<file path="src/rtl/vga_pixel_fetch.sv">
// vga_pixel_fetch
// Sits behind the sync generator and turns its blank/sync timing into RGB
// pixels. Frame-buffer words are prefetched over a req/gnt read port (in-order
// rvalid) into a small FIFO. A visible cycle pops one word. Sync and blank are
// delayed one cycle so they stay aligned with the registered pixel. A rising
// edge on vs_in restarts the frame: the FIFO is flushed, the address returns
// to 0, and reads still in flight are counted out and dropped on return.
// The sticky underflow flag records any visible pixel that found the FIFO
// empty.

module vga_pixel_fetch #(
  parameter int H_VISIBLE  = 800,
  parameter int V_VISIBLE  = 480,
  parameter int FIFO_DEPTH = 16,
  parameter int DATA_W     = 24
) (
  input  logic              vga_clk,
  input  logic              reset,
  input  logic              blank_n_in,
  input  logic              hs_in,
  input  logic              vs_in,
  output logic              mem_req,
  output logic [31:0]       mem_addr,
  input  logic              mem_gnt,
  input  logic              mem_rvalid,
  input  logic [DATA_W-1:0] mem_rdata,
  output logic [7:0]        vga_r,
  output logic [7:0]        vga_g,
  output logic [7:0]        vga_b,
  output logic              vga_blank_n,
  output logic              vga_hs,
  output logic              vga_vs,
  output logic              underflow
);

  localparam int          AW          = $clog2(FIFO_DEPTH);
  localparam int          PW          = AW + 1;
  localparam logic [31:0] FRAME_WORDS = 32'(H_VISIBLE * V_VISIBLE);
  localparam logic [PW:0] CREDIT_MAX  = (PW + 1)'(FIFO_DEPTH);

  logic [DATA_W-1:0] fifo_mem [FIFO_DEPTH];

  logic [PW-1:0]     wr_ptr_q, wr_ptr_d;
  logic [PW-1:0]     rd_ptr_q, rd_ptr_d;
  logic [PW-1:0]     outstanding_q, outstanding_d;
  logic [PW-1:0]     discard_q, discard_d;
  logic [31:0]       addr_q, addr_d;
  logic [DATA_W-1:0] rgb_q, rgb_d;
  logic              underflow_q, underflow_d;
  logic              blank_q, hs_q, vs_q;

  logic [PW-1:0]     fifo_count;
  logic [PW:0]       credit_used;
  logic              fifo_empty;
  logic              fifo_full;
  logic              vs_rise;
  logic              accept;
  logic              push;
  logic              drop;
  logic              pop;

  // The frame base is 0, so the fetch counter doubles as the read address.
  assign fifo_count  = wr_ptr_q - rd_ptr_q;
  assign fifo_empty  = (fifo_count == '0);
  assign fifo_full   = (fifo_count == PW'(FIFO_DEPTH));
  assign credit_used = {1'b0, fifo_count} + {1'b0, outstanding_q};
  assign vs_rise     = vs_in & ~vs_q;

  // Request only while queued plus in-flight words leave room in the FIFO.
  // The frame must not be fully fetched, and no stale reads may be draining.
  // Requests are withdrawn during the restart cycle and while reset is held.
  assign mem_req = ~reset & (credit_used < CREDIT_MAX) & (addr_q < FRAME_WORDS)
                 & (discard_q == '0) & ~vs_rise;
  assign accept  = mem_req & mem_gnt;
  assign push    = mem_rvalid & (discard_q == '0);
  assign drop    = mem_rvalid & (discard_q != '0);
  assign pop     = blank_n_in & ~fifo_empty;

  // Next-state: FIFO pointers, credit counters, pixel and sticky flag.
  always_comb begin
    // NOTE: every signal gets a default before any branch so no latch is inferred.
    wr_ptr_d      = wr_ptr_q + PW'(push);
    rd_ptr_d      = rd_ptr_q + PW'(pop);
    addr_d        = addr_q + 32'(accept);
    outstanding_d = outstanding_q + PW'(accept) - PW'(push);
    discard_d     = discard_q - PW'(drop);
    rgb_d         = pop ? fifo_mem[rd_ptr_q[AW-1:0]] : '0;
    underflow_d   = underflow_q | (blank_n_in & fifo_empty);

    if (vs_rise) begin
      // Every read not yet returned now belongs to the old frame. That
      // includes one accepted this cycle. Those reads are dropped when
      // their data comes back.
      wr_ptr_d      = '0;
      rd_ptr_d      = '0;
      addr_d        = '0;
      outstanding_d = '0;
      discard_d     = discard_q - PW'(drop) + outstanding_q + PW'(accept) - PW'(push);
    end
  end

  // State registers with asynchronous reset.
  always_ff @(posedge vga_clk or posedge reset) begin
    if (reset) begin
      wr_ptr_q      <= '0;
      rd_ptr_q      <= '0;
      outstanding_q <= '0;
      discard_q     <= '0;
      addr_q        <= '0;
      rgb_q         <= '0;
      underflow_q   <= 1'b0;
      blank_q       <= 1'b0;
      hs_q          <= 1'b0;
      vs_q          <= 1'b0;
    end else begin
      // NOTE: sequential state uses non-blocking assignments so every register samples pre-edge values.
      wr_ptr_q      <= wr_ptr_d;
      rd_ptr_q      <= rd_ptr_d;
      outstanding_q <= outstanding_d;
      discard_q     <= discard_d;
      addr_q        <= addr_d;
      rgb_q         <= rgb_d;
      underflow_q   <= underflow_d;
      blank_q       <= blank_n_in;
      hs_q          <= hs_in;
      vs_q          <= vs_in;
    end
  end

  // FIFO storage write port.
  always_ff @(posedge vga_clk) begin
    // NOTE: the storage array is not reset; the pointers alone decide which entries are valid.
    if (push) begin
      fifo_mem[wr_ptr_q[AW-1:0]] <= mem_rdata;
    end
  end

  assign mem_addr    = addr_q;
  assign vga_r       = rgb_q[23:16];
  assign vga_g       = rgb_q[15:8];
  assign vga_b       = rgb_q[7:0];
  assign vga_blank_n = blank_q;
  assign vga_hs      = hs_q;
  assign vga_vs      = vs_q;
  assign underflow   = underflow_q;

  // The credit rule keeps queued plus in-flight words within FIFO_DEPTH. A
  // push into a full FIFO, or a return with nothing in flight, means that
  // rule broke.
  fifo_overflow_a: assert property (@(posedge vga_clk) disable iff (reset)
    !(push && fifo_full && !pop));
  credit_underrun_a: assert property (@(posedge vga_clk) disable iff (reset)
    !(push && outstanding_q == '0));

endmodule

</file>
<file path="config.mk">
export PLATFORM = sky130hd
export DESIGN_NAME = vga_pixel_fetch
export DESIGN_NICKNAME = d
export VERILOG_FILES = /design/src/rtl/vga_pixel_fetch.sv
export SDC_FILE = /design/constraint.sdc
export NUM_CORES = 1
export LEC_CHECK = 0
export ABC_AREA = 1
export BUFFER_PORTS_ARGS = -buffer_cell sky130_fd_sc_hd__buf_2
export CAP_MARGIN = 20
export CORE_UTILIZATION = 32
export CTS_BUF_LIST = sky130_fd_sc_hd__clkbuf_4 sky130_fd_sc_hd__clkbuf_8 sky130_fd_sc_hd__clkbuf_16
export CTS_CLUSTER_DIAMETER = 50
export CTS_CLUSTER_SIZE = 25
export DETAILED_ROUTE_END_ITERATION = 7
export PLACE_DENSITY_LB_ADDON = 0.08
export SKIP_CTS_REPAIR_TIMING = 1
export SYNTH_ARGS = -nofsm -noshare
export SYNTH_HDL_FRONTEND = slang
export SYNTH_SLANG_ARGS = --single-unit
export TNS_END_PERCENT = 30
</file>
<file path="constraint.sdc">
create_clock -name vga_clk -period 6.4 [get_ports vga_clk]
set_input_delay 0.32 -clock vga_clk [delete_from_list [all_inputs] [get_ports vga_clk]]
set_output_delay 0.32 -clock vga_clk [all_outputs]
set_load 0.02 [all_outputs]
</file>
# Yosys cells after proc, flatten, opt, wreduce, memory -nomap -nowiden
# Memory sizes are Yosys's and may differ from the RTL's.
# Cells that the tools add are included.
# totals
reg_bits	80
ram_bits	384
input_bits	31
out_inout_bits	61
wordCells	50
memories	1
# op_classes
addsub	11
order_cmp	2
mux	8
bitwise_logic	15
n_reduce_logical	3
# memory_table
memory	words	word_bits	rd	rd_clocked_by_memory_dff	wr	line	rtl
fifo_mem	16	24	1	0	1	41	logic [DATA_W-1:0] fifo_mem [FIFO_DEPTH];
# op_table
cell	n
$add 32x1->32	1
$lt 32x19->1 const B	1
$mux 32	1
$mux 24	1
$add 5x1->5	4
$mux 5	4
$sub 5x1->5	3
$and 1x1->1	10
$logic_not 5->1	2
$add 5x5->6	1
$lt 6x5->1 const B	1
$add 5x5->5	1
$reduce_bool 5->1	1
$sub 5x5->5	1
$not 1->1	4
$mux 1	2
$or 1x1->1	1

# Logic depth before layout (Yosys ltp)
# Gate-level depths: netlist of the first run.
# depth
depth_word	11
depth_mapped	29
depth_no_buf	29

# Worst setup path before layout of the first run
# Ideal clock, no wire load.
# synth_path
path_type	register -> register
start	register rd_ptr_q[2]
end	register discard_q[4]
setup_ns	0.113
t_arrival_ns	3.582
required_ns	6.287
setup_slack_ns	2.706
stages_incl_launch_ff	30
period_less_slack_ns	3.694
path_cell_list	dfrtp_1 > buf_2 > inv_2 > buf_2 > ha_1 > nand3_1 > nand2_1 > nand2_1 > nand2_1 > inv_1 > ha_1 > nor2_1 > nand2_1 > nor2_1 > nand2_1 > nor2_1 > nand4_1 > ha_1 > inv_1 > fa_1 > inv_1 > fa_1 > inv_1 > nand3_1 > nand2_1 > nand2_1 > nand3_1 > nand2_1 > nand2_1 > inv_1
# synth_via
elab_chain_cells	11
# synth_lines
item	line	rtl
from (decl)	44	logic [PW-1:0] rd_ptr_q, rd_ptr_d;
from (signal assigned)	118	rd_ptr_q <= rd_ptr_d;
$sub 5x5->5	63	assign fifo_count = wr_ptr_q - rd_ptr_q;
$add 5x5->6	66	assign credit_used = {1'b0, fifo_count} + {1'b0, outstanding_q};
$lt 6x5->1	72	assign mem_req = ~reset & (credit_used < CREDIT_MAX) & (addr_q < FRAME_WORDS)
$and 1x1->1 (2 in a row)	72	
$and 1x1->1 (2 in a row)	73	& (discard_q == '0) & ~vs_rise;
$and 1x1->1	74	assign accept = mem_req & mem_gnt;
$add 5x1->5	98	discard_d = discard_q - PW'(drop) + outstanding_q + PW'(accept) - PW'(push);
$sub 5x1->5	98	
$mux 5	90	if (vs_rise) begin
net discard_d[4]	46	logic [PW-1:0] discard_q, discard_d;
to (signal assigned)	120	discard_q <= discard_d;
to (decl)	46	
# The timed path passes the listed nets, and every way through them passes these cells.

# Worst setup path after layout of the first run
# layout_path
start	register rd_ptr_q[0]
end	register discard_q[4]
# Same word-level chain as after synthesis.

==> results of run 1 <==
==> power by group through the flow <==
stage	sequential (mW)	combinational, mW	clock (mW)
finish	3.54	2.27	3.38
global route	3.56	2.58	3.58
CTS	3.54	2.33	3.46
detailed placement	3.60	2.32	0
global placement	3.60	2.31	0
floorplan	3.61	1.66	0
==> cell type report <==
type                    instances  area, um^2  area share [%]
flip-flops and latches        464       13500            57.5
multi-input cells            1208        5500            23.4
clock buffers                  66        1510            6.43
well taps                     837        1050            4.45
repair buffers                122         763            3.24
inverters                     177         677            2.88
clock inverters                42         497            2.11
==> final timing paths <==
| path | startpoint | endpoint | slack, ns | cells after the start |
|---|---|---|---|---|
| worst max-delay path | rd_ptr_q[0]$_DFF_PP0_ | discard_q[4]$_DFF_PP0_ | 1.89 | 27 |
| worst min-delay path | mem_rdata[17] | fifo_mem[15][17]$_DFFE_PP_ | 0.08 | 1 |
| worst max register to register | rd_ptr_q[0]$_DFF_PP0_ | discard_q[4]$_DFF_PP0_ | 1.89 | 27 |
| worst min register to register | underflow$_DFF_PP0_ | underflow$_DFF_PP0_ | 0.46 | 2 |
| max in group asynchronous | reset | rd_ptr_q[0]$_DFF_PP0_ | 4.89 | 4 |
| min in group asynchronous | reset | vga_vs$_DFF_PP0_ | 0.33 | 3 |
==> metrics by stage <==
step / power [mW] / setup WS, ns / cells / utilization, %
2_1_floorplan: 5.27 / 2.71 / 1927 / -
3_5_place_dp: 5.92 / 1.85 / 2803 / 34.7
6_report: 9.18 / 1.89 / 2916 / 38.1
5_1_grt: 9.72 / 1.43 / 2916 / 38.1
4_1_cts: 9.33 / 1.85 / 2911 / 38.0
3_3_place_gp: 5.91 / 1.86 / 2800 / 34.6
==> synth_stat cells, drive strengths merged (2+ instances only) <==
cell / count
nand2: 564
edfxtp: 384
nor2: 263
nand3: 245
inv: 177
dfrtp: 80
buf: 66
nor3: 33
o21ai: 29
ha: 27
a21oi: 16
clkbuf: 12
xor2: 9
xnor2: 7
fa: 4
nand4: 3
nand3b: 2
o21a: 2
==> layer usage <==
layer  track usage (%)  up-vias  routed length [um]
met1              25.0     6651               27000
met4              4.68        2                1210
met5                 0        -                  11
li1                  -     6589                   -
met3              2.81       86                2100
met2              29.3      227               26300
==> worst register-to-register path: cells and delay by family, from the launching register on <==
| family | cells | cell delay [ns] |
|---|---|---|
| buffers and inverters | 6 | 0.40 |
| DFF | 1 | 0.99 |
| adders and majority gates | 6 | 1.76 |
| and+or+nand+nor | 15 | 1.25 |
==> flip-flops by register name, indices dropped and copies added (netlist names) <==
| name | count |
|---|---|
| discard_q | 5 |
| fifo_mem | 384 |
| mem_addr | 32 |
| outstanding_q | 5 |
| rd_ptr_q | 5 |
| rgb_q | 24 |
| underflow | 1 |
| vga_blank_n | 1 |
| vga_hs | 1 |
| vga_vs | 1 |
| wr_ptr_q | 5 |
==> cells by family (layout without fill, tap and decap cells) <==
kind of cell	Yosys count	after routing	share of synthesized area [%]
AO/OA/AOI/OAI	49	49	1.27
flip-flops	464	464	67.5
XOR/XNOR	16	16	0.699
adder cells (fa/ha/maj)	31	31	2.08
multiplexers	1	1	0.0499
buffers and inverters	255	407	5.67
AND/OR/NAND/NOR	1111	1111	22.7
==> flow_summary.toml, run 1 <==
[run]
max_cap_violations = 0

[synthesis]
post_synth.cell_area_avg_um2 = 10.4
async_flop_share_pct = 17.2
syn-cell-area_um2 = 20100
synthDistinctLibCells = 32
synth_top_area_share_pct = 57.5
seq_area_frac_synth_pct = 67.5
synth-edff-count = 384
syn-instance-count = 1927
netlist.top_cell.by_area = "sky130_fd_sc_hd__edfxtp_1"
yosys_warnings = 0
ys.flop_type = "sky130_fd_sc_hd__edfxtp_1"
yosys_register_bits = 464
mappedNetlistNets = 1989
synth.area.top_cells = "sky130_fd_sc_hd__edfxtp_1 57%, sky130_fd_sc_hd__nand2_1 10%, sky130_fd_sc_hd__dfrtp_1 10%"

[detailed_routing]
first_pass_iters = 5
wl_um = 56700
detail_route.iter0.violations = 791
vias = 13600
detail_route.drc_violations = 0
routedWlPerCell_um = 19.4
drt.antenna.violating_nets = 0
viasPerCell = 4.65

[setup_path]
slowest_stage = "sky130_fd_sc_hd__dfrtp_4"
critical_setup_path_class = "reg -> reg"
path_max_fanout = 67
critical_path_required_ns = 6.90
startpoint_type = "flop"
cp_top_family = "adder cells"
maximum_single_stage_delay_on_the_critical_path_ns = 0.99
cp_data_arrival_time_ns = 5.01
crit_top_cell = "sky130_fd_sc_hd__nand2_1"
worst_setup_path_end_kind = "flop"
critical_path_buf_inv_count = 6

[grt]
grt_use_total_pct = 18.0
grt_pass1_wl_um = 85100
initial_antenna_violation_count = 2
globalRoute.totalOverflow = 0
grt_max_degree = 124
grt_pass1_vias = 13200

[timing]
slew_headroom_pct = 28.0
maxClockFrequency_ghz = 0.222
finalSetupViolCount = 0
hold_violations = 0
fin_hold_ws_ns = 0.0782
timing.final.crit_period_ns = 4.51
timing.clock.skew_ns = 0.0196
setup-tns-final_ns = 0
worst-slew-pin-transition_ns = 1.08
rsz0062_at_grt = "false"
drv_slew = 0
timing.final.crit_share_pct = 70.5

[finish]
most_frequent_standard_cell_in_the_layout_excluding_fill_and_tap_cells = "sky130_fd_sc_hd__nand2_1"
antenna_cells = 0
final.fill_count = 6159
final_nets = 2092
layout.cells.most_common_list = "560 x sky130_fd_sc_hd__nand2_1, 384 x sky130_fd_sc_hd__edfxtp_1, 245 x sky130_fd_sc_hd__nor2_1, 245 x sky130_fd_sc_hd__nand3_1, 171 x sky130_fd_sc_hd__inv_1"
finalInstanceArea_um2 = 23500
layout-area-overhead-vs-synth_pct = 17.4
final_layout_size_suffix_gt1_share_pct = 12.3

[pwr]
switching_share_pct = 34.2
power.clock.fraction_pct = 36.8
total_switching_power_mw = 3.14
p_comb_share_pct = 24.7
internal_power_of_the_cells_mw = 6.04
vdd_drop_max_v = 0.000198
leakage_nw = 9.49
sequential_cell_fraction_of_total_power_pct = 38.5
power.density_nw_per_um2 = 390

[placement]
gp_routability_congestion = 0.832
port_buffers = 91
hpwlAfterDp_um = 30500
dpl-instance-area_um2 = 21500

[die]
top_level_ports = 92
fp.dieArea_um2 = 63700
dieWidth_um = 252
die_y_um = 252
start_util_pct = 32.4
placementRows = 91
core_region_area_um2 = 61800

[clock_tree]
max_h_tree_level = 2
later_pin_clock_latency_in_the_skew_report_ns = 0.62
cts_num_sinks = 464
cts_tree = "done"
clk_pin_slew_ns = 0.06
cts_buffers = 57
max_root_sink_buffers = 3
clock_tree_root_driver_cell = "sky130_fd_sc_hd__clkbuf_16"

[run_status]
outcome = "finished clean"

[worst_hold_path]
worstHoldPathType = "in -> reg"
Note: power is estimated with default switching activity, not from simulation.
==> run 2, diff against run 1 <==
--- a/config.mk
+++ b/config.mk
@@ -5,7 +5,7 @@
 export SDC_FILE = /design/constraint.sdc
 export NUM_CORES = 1
 export LEC_CHECK = 0
-export ABC_AREA = 1
+export ABC_AREA = 0
 export BUFFER_PORTS_ARGS = -buffer_cell sky130_fd_sc_hd__buf_2
 export CAP_MARGIN = 20
 export CORE_UTILIZATION = 32
==> constraint.sdc (replaced) <==
create_clock -name vga_clk -period 4.37 [get_ports vga_clk]
set_input_delay 0.2185 -clock vga_clk [delete_from_list [all_inputs] [get_ports vga_clk]]
set_output_delay 0.2185 -clock vga_clk [all_outputs]
set_load 0.02 [all_outputs]
==> run 2 against run 1 <==
The flow now finishes with violations (DRC). Sequential share of layout area increased by 1.7 points. Die area shrank 7.2%. Sequential cell count unchanged. First-iteration DRC count decreased by 33%. Largest power group is now clock.
==> flow_summary.toml, run 2 <==
[run_status]
outcome = "finished, violations left"
violations_in_the_final_reports = "DRC"

[setup_path]
worst_setup_path_end_kind = "flop"
maximum_single_stage_delay_on_the_critical_path_ns = 0.55
cp_cell_sequence = "inv_2, ha_4, inv_2, fa_2, a21o_1, a21oi_2, xnor2_2, ha_1, nor3_2, nand4_1, a2111oi_4, and2_4, ha_4, ha_4, nand3_4, or4_4, or3_4, xor2_1, nor2_1"
startpoint_type = "flop"
cp_data_arrival_time_ns = 4.60
critical_setup_path_class = "reg -> reg"
crit_top_cell = "sky130_fd_sc_hd__ha_4"
path_max_fanout = 3
slowest_stage = "sky130_fd_sc_hd__or4_4"
critical_path_required_ns = 4.82

[synthesis]
synth.top_cells.by_count = "384 x sky130_fd_sc_hd__edfxtp_1, 96 x sky130_fd_sc_hd__mux4_2, 80 x sky130_fd_sc_hd__dfrtp_1"
syn-instance-count = 1017
synth-edff-count = 384
async_flop_share_pct = 17.2
synthDistinctLibCells = 44
post_synth.cell_area_avg_um2 = 18.3
synth.area.top_cells = "sky130_fd_sc_hd__edfxtp_1 62%, sky130_fd_sc_hd__mux4_2 12%, sky130_fd_sc_hd__dfrtp_1 11%"
mappedNetlistNets = 1079
synth_most_common_cell = "sky130_fd_sc_hd__edfxtp_1"
netlist.top_cell.by_area = "sky130_fd_sc_hd__edfxtp_1"
seq_area_frac_synth_pct = 72.7
synth_top_area_share_pct = 62.0
ys.flop_type = "sky130_fd_sc_hd__edfxtp_1"
yosys_register_bits = 464
yosys_warnings = 0
syn-cell-area_um2 = 18600

[run]
max_cap_violations = 0

[pwr]
finalPower_mw = 13.8
switching_share_pct = 28.6
total_switching_power_mw = 3.93
sequential_cell_fraction_of_total_power_pct = 37.1
power.clock.fraction_pct = 38.7
power.density_nw_per_um2 = 602
vdd_drop_max_v = 0.000477
p_comb_share_pct = 24.3
internal_power_of_the_cells_mw = 9.84
leakage_nw = 8.15

[die]
start_util_pct = 32.3
core_region_area_um2 = 57600
die_y_um = 243
fp.dieArea_um2 = 59100
dieWidth_um = 243
placementRows = 88
top_level_ports = 92

[timing]
setup-tns-final_ns = 0
rsz0062_at_grt = "true"
hold_violations = 0
worst-slew-pin-transition_ns = 0.971
timing.clock.skew_ns = 0.0237
maxClockFrequency_ghz = 0.241
timing.final.crit_period_ns = 4.15
slew_headroom_pct = 35.3
drv_slew = 0
timing.final.crit_share_pct = 95.0
post-route-worst-setup-slack_ns = 0.219
finalSetupViolCount = 0
fin_hold_ws_ns = 0.00794

[grt]
grt_use_total_pct = 15.9
grt_pass1_vias = 10300
globalRoute.totalOverflow = 0
grt_pass1_wl_um = 68800
initial_antenna_violation_count = 1
grt_max_degree = 98

[clock_tree]
cts_num_sinks = 464
later_pin_clock_latency_in_the_skew_report_ns = 0.60
max_root_sink_buffers = 3
cts_tree = "done"
clock_tree_root_driver_cell = "sky130_fd_sc_hd__clkbuf_16"
max_h_tree_level = 2
clk_pin_slew_ns = 0.06
cts_buffers = 56

[placement]
dpl-instance-area_um2 = 20400
port_buffers = 91
pre_cts_ws_ns = 0.0411
gp_routability_congestion = 0.710
hpwlAfterDp_um = 24900

[detailed_routing]
drt.antenna.violating_nets = 0
routedWlPerCell_um = 23.2
first_pass_iters = 6
viasPerCell = 4.83
vias = 9658
detail_route.iter0.violations = 531
wl_um = 46300
detail_route.drc_violations = 2

[finish]
final_nets = 1248
final.fill_count = 5226
layout-area-overhead-vs-synth_pct = 22.9
finalInstanceArea_um2 = 22900
final_layout_size_suffix_gt1_share_pct = 31.5
largest_reg_flops = 384
most_frequent_standard_cell_in_the_layout_excluding_fill_and_tap_cells = "sky130_fd_sc_hd__edfxtp_1"
layout.cells.most_common_list = "384 x sky130_fd_sc_hd__edfxtp_1, 96 x sky130_fd_sc_hd__mux4_2, 91 x sky130_fd_sc_hd__buf_2"

[worst_hold_path]
worstHoldPathType = "in -> reg"
-- run 2: cell count changes after synthesis, moves of 23 or more --
| cell | delta |
|---|---|
| sky130_fd_sc_hd__nand2_1 | -495 |
| sky130_fd_sc_hd__a211oi_1 | +24 |
| sky130_fd_sc_hd__and3_1 | +26 |
| sky130_fd_sc_hd__nor2_1 | -205 |
| sky130_fd_sc_hd__inv_1 | -145 |
| sky130_fd_sc_hd__mux4_2 | +96 |
| sky130_fd_sc_hd__xnor2_1 | +23 |
| sky130_fd_sc_hd__nand3_1 | -230 |
| sky130_fd_sc_hd__mux2i_1 | +24 |
-- run 2: worst paths after layout --
check | end | cells after the start | slack [ns] | start
max | mem_addr[18]$_DFF_PP0_ | 19 | 0.22 | wr_ptr_q[0]$_DFF_PP0_
min | fifo_mem[9][4]$_DFFE_PP_ | 1 | 0.008 | mem_rdata[4]
max reg2reg | mem_addr[18]$_DFF_PP0_ | 19 | 0.22 | wr_ptr_q[0]$_DFF_PP0_
min reg2reg | underflow$_DFF_PP0_ | 1 | 0.45 | underflow$_DFF_PP0_
max in group asynchronous | rgb_q[16]$_DFF_PP0_ | 4 | 3.00 | reset
min in group asynchronous | vga_blank_n$_DFF_PP0_ | 3 | 0.33 | reset
-- run 2: per-layer routing --
| layer | track usage [%] | up-vias | part of all wire [%] |
|---|---|---|---|
| met3 | 2.85 | 67 | 4.1 |
| met5 | 0 | - | 0 |
| met2 | 26.1 | 160 | 48 |
| met1 | 21.7 | 5096 | 46 |
| met4 | 4.62 | 0 | 2.1 |
| li1 | - | 4335 | - |
-- run 2: worst max-delay path: cells and delay by family, from the launching register on --
family | cells | cell delay (ns)
buf+inv | 2 | 0.12
compound gates | 3 | 0.66
xor+xnor | 2 | 0.21
fa+ha+maj | 5 | 1.07
flops | 1 | 0.38
simple gates | 7 | 1.53
-- run 2: cell families (layout without fill, tap and decap cells) --
logic type      count (synthesis)  in the layout  share of synthesized area, %
flops                         464            464                          72.7
simple gates                  229            229                          6.23
mux                           121            121                          13.0
buf+inv                        74            289                          1.66
compound gates                 49             49                          1.86
xor+xnor                       49             49                          2.31
fa+ha+maj                      31             31                          2.25
other cells                     0              2                             0
-- run 2: power groups by stage --
stage / clock, mW / combinational [mW] / sequential, mW
finish: 5.32 / 3.34 / 5.11
global route: 5.61 / 3.70 / 5.13
CTS: 5.46 / 3.41 / 5.11
floorplan: 0 / 2.37 / 5.31
detailed placement: 0 / 3.39 / 5.20
global placement: 0 / 3.39 / 5.20
-- run 2: metrics by stage --
stage / cells / utilization [%]
finish: 1999 / 39.7
global route: 1998 / 39.7
CTS: 1971 / 39.2
detailed placement: 1867 / 35.4
global placement: 1867 / 35.4
floorplan: 1017 / -
-- run 2: final cells by class --
cell class,count,area [um^2],share of cell area [%]
flip-flops and latches,464,13500,59.2
multi-input cells,479,5020,21.9
clock buffers,57,1430,6.24
repair buffers,157,1080,4.74
well taps,765,957,4.19
clock inverters,47,727,3.18
inverters,28,110,0.482
diodes,2,5.00,0.0219
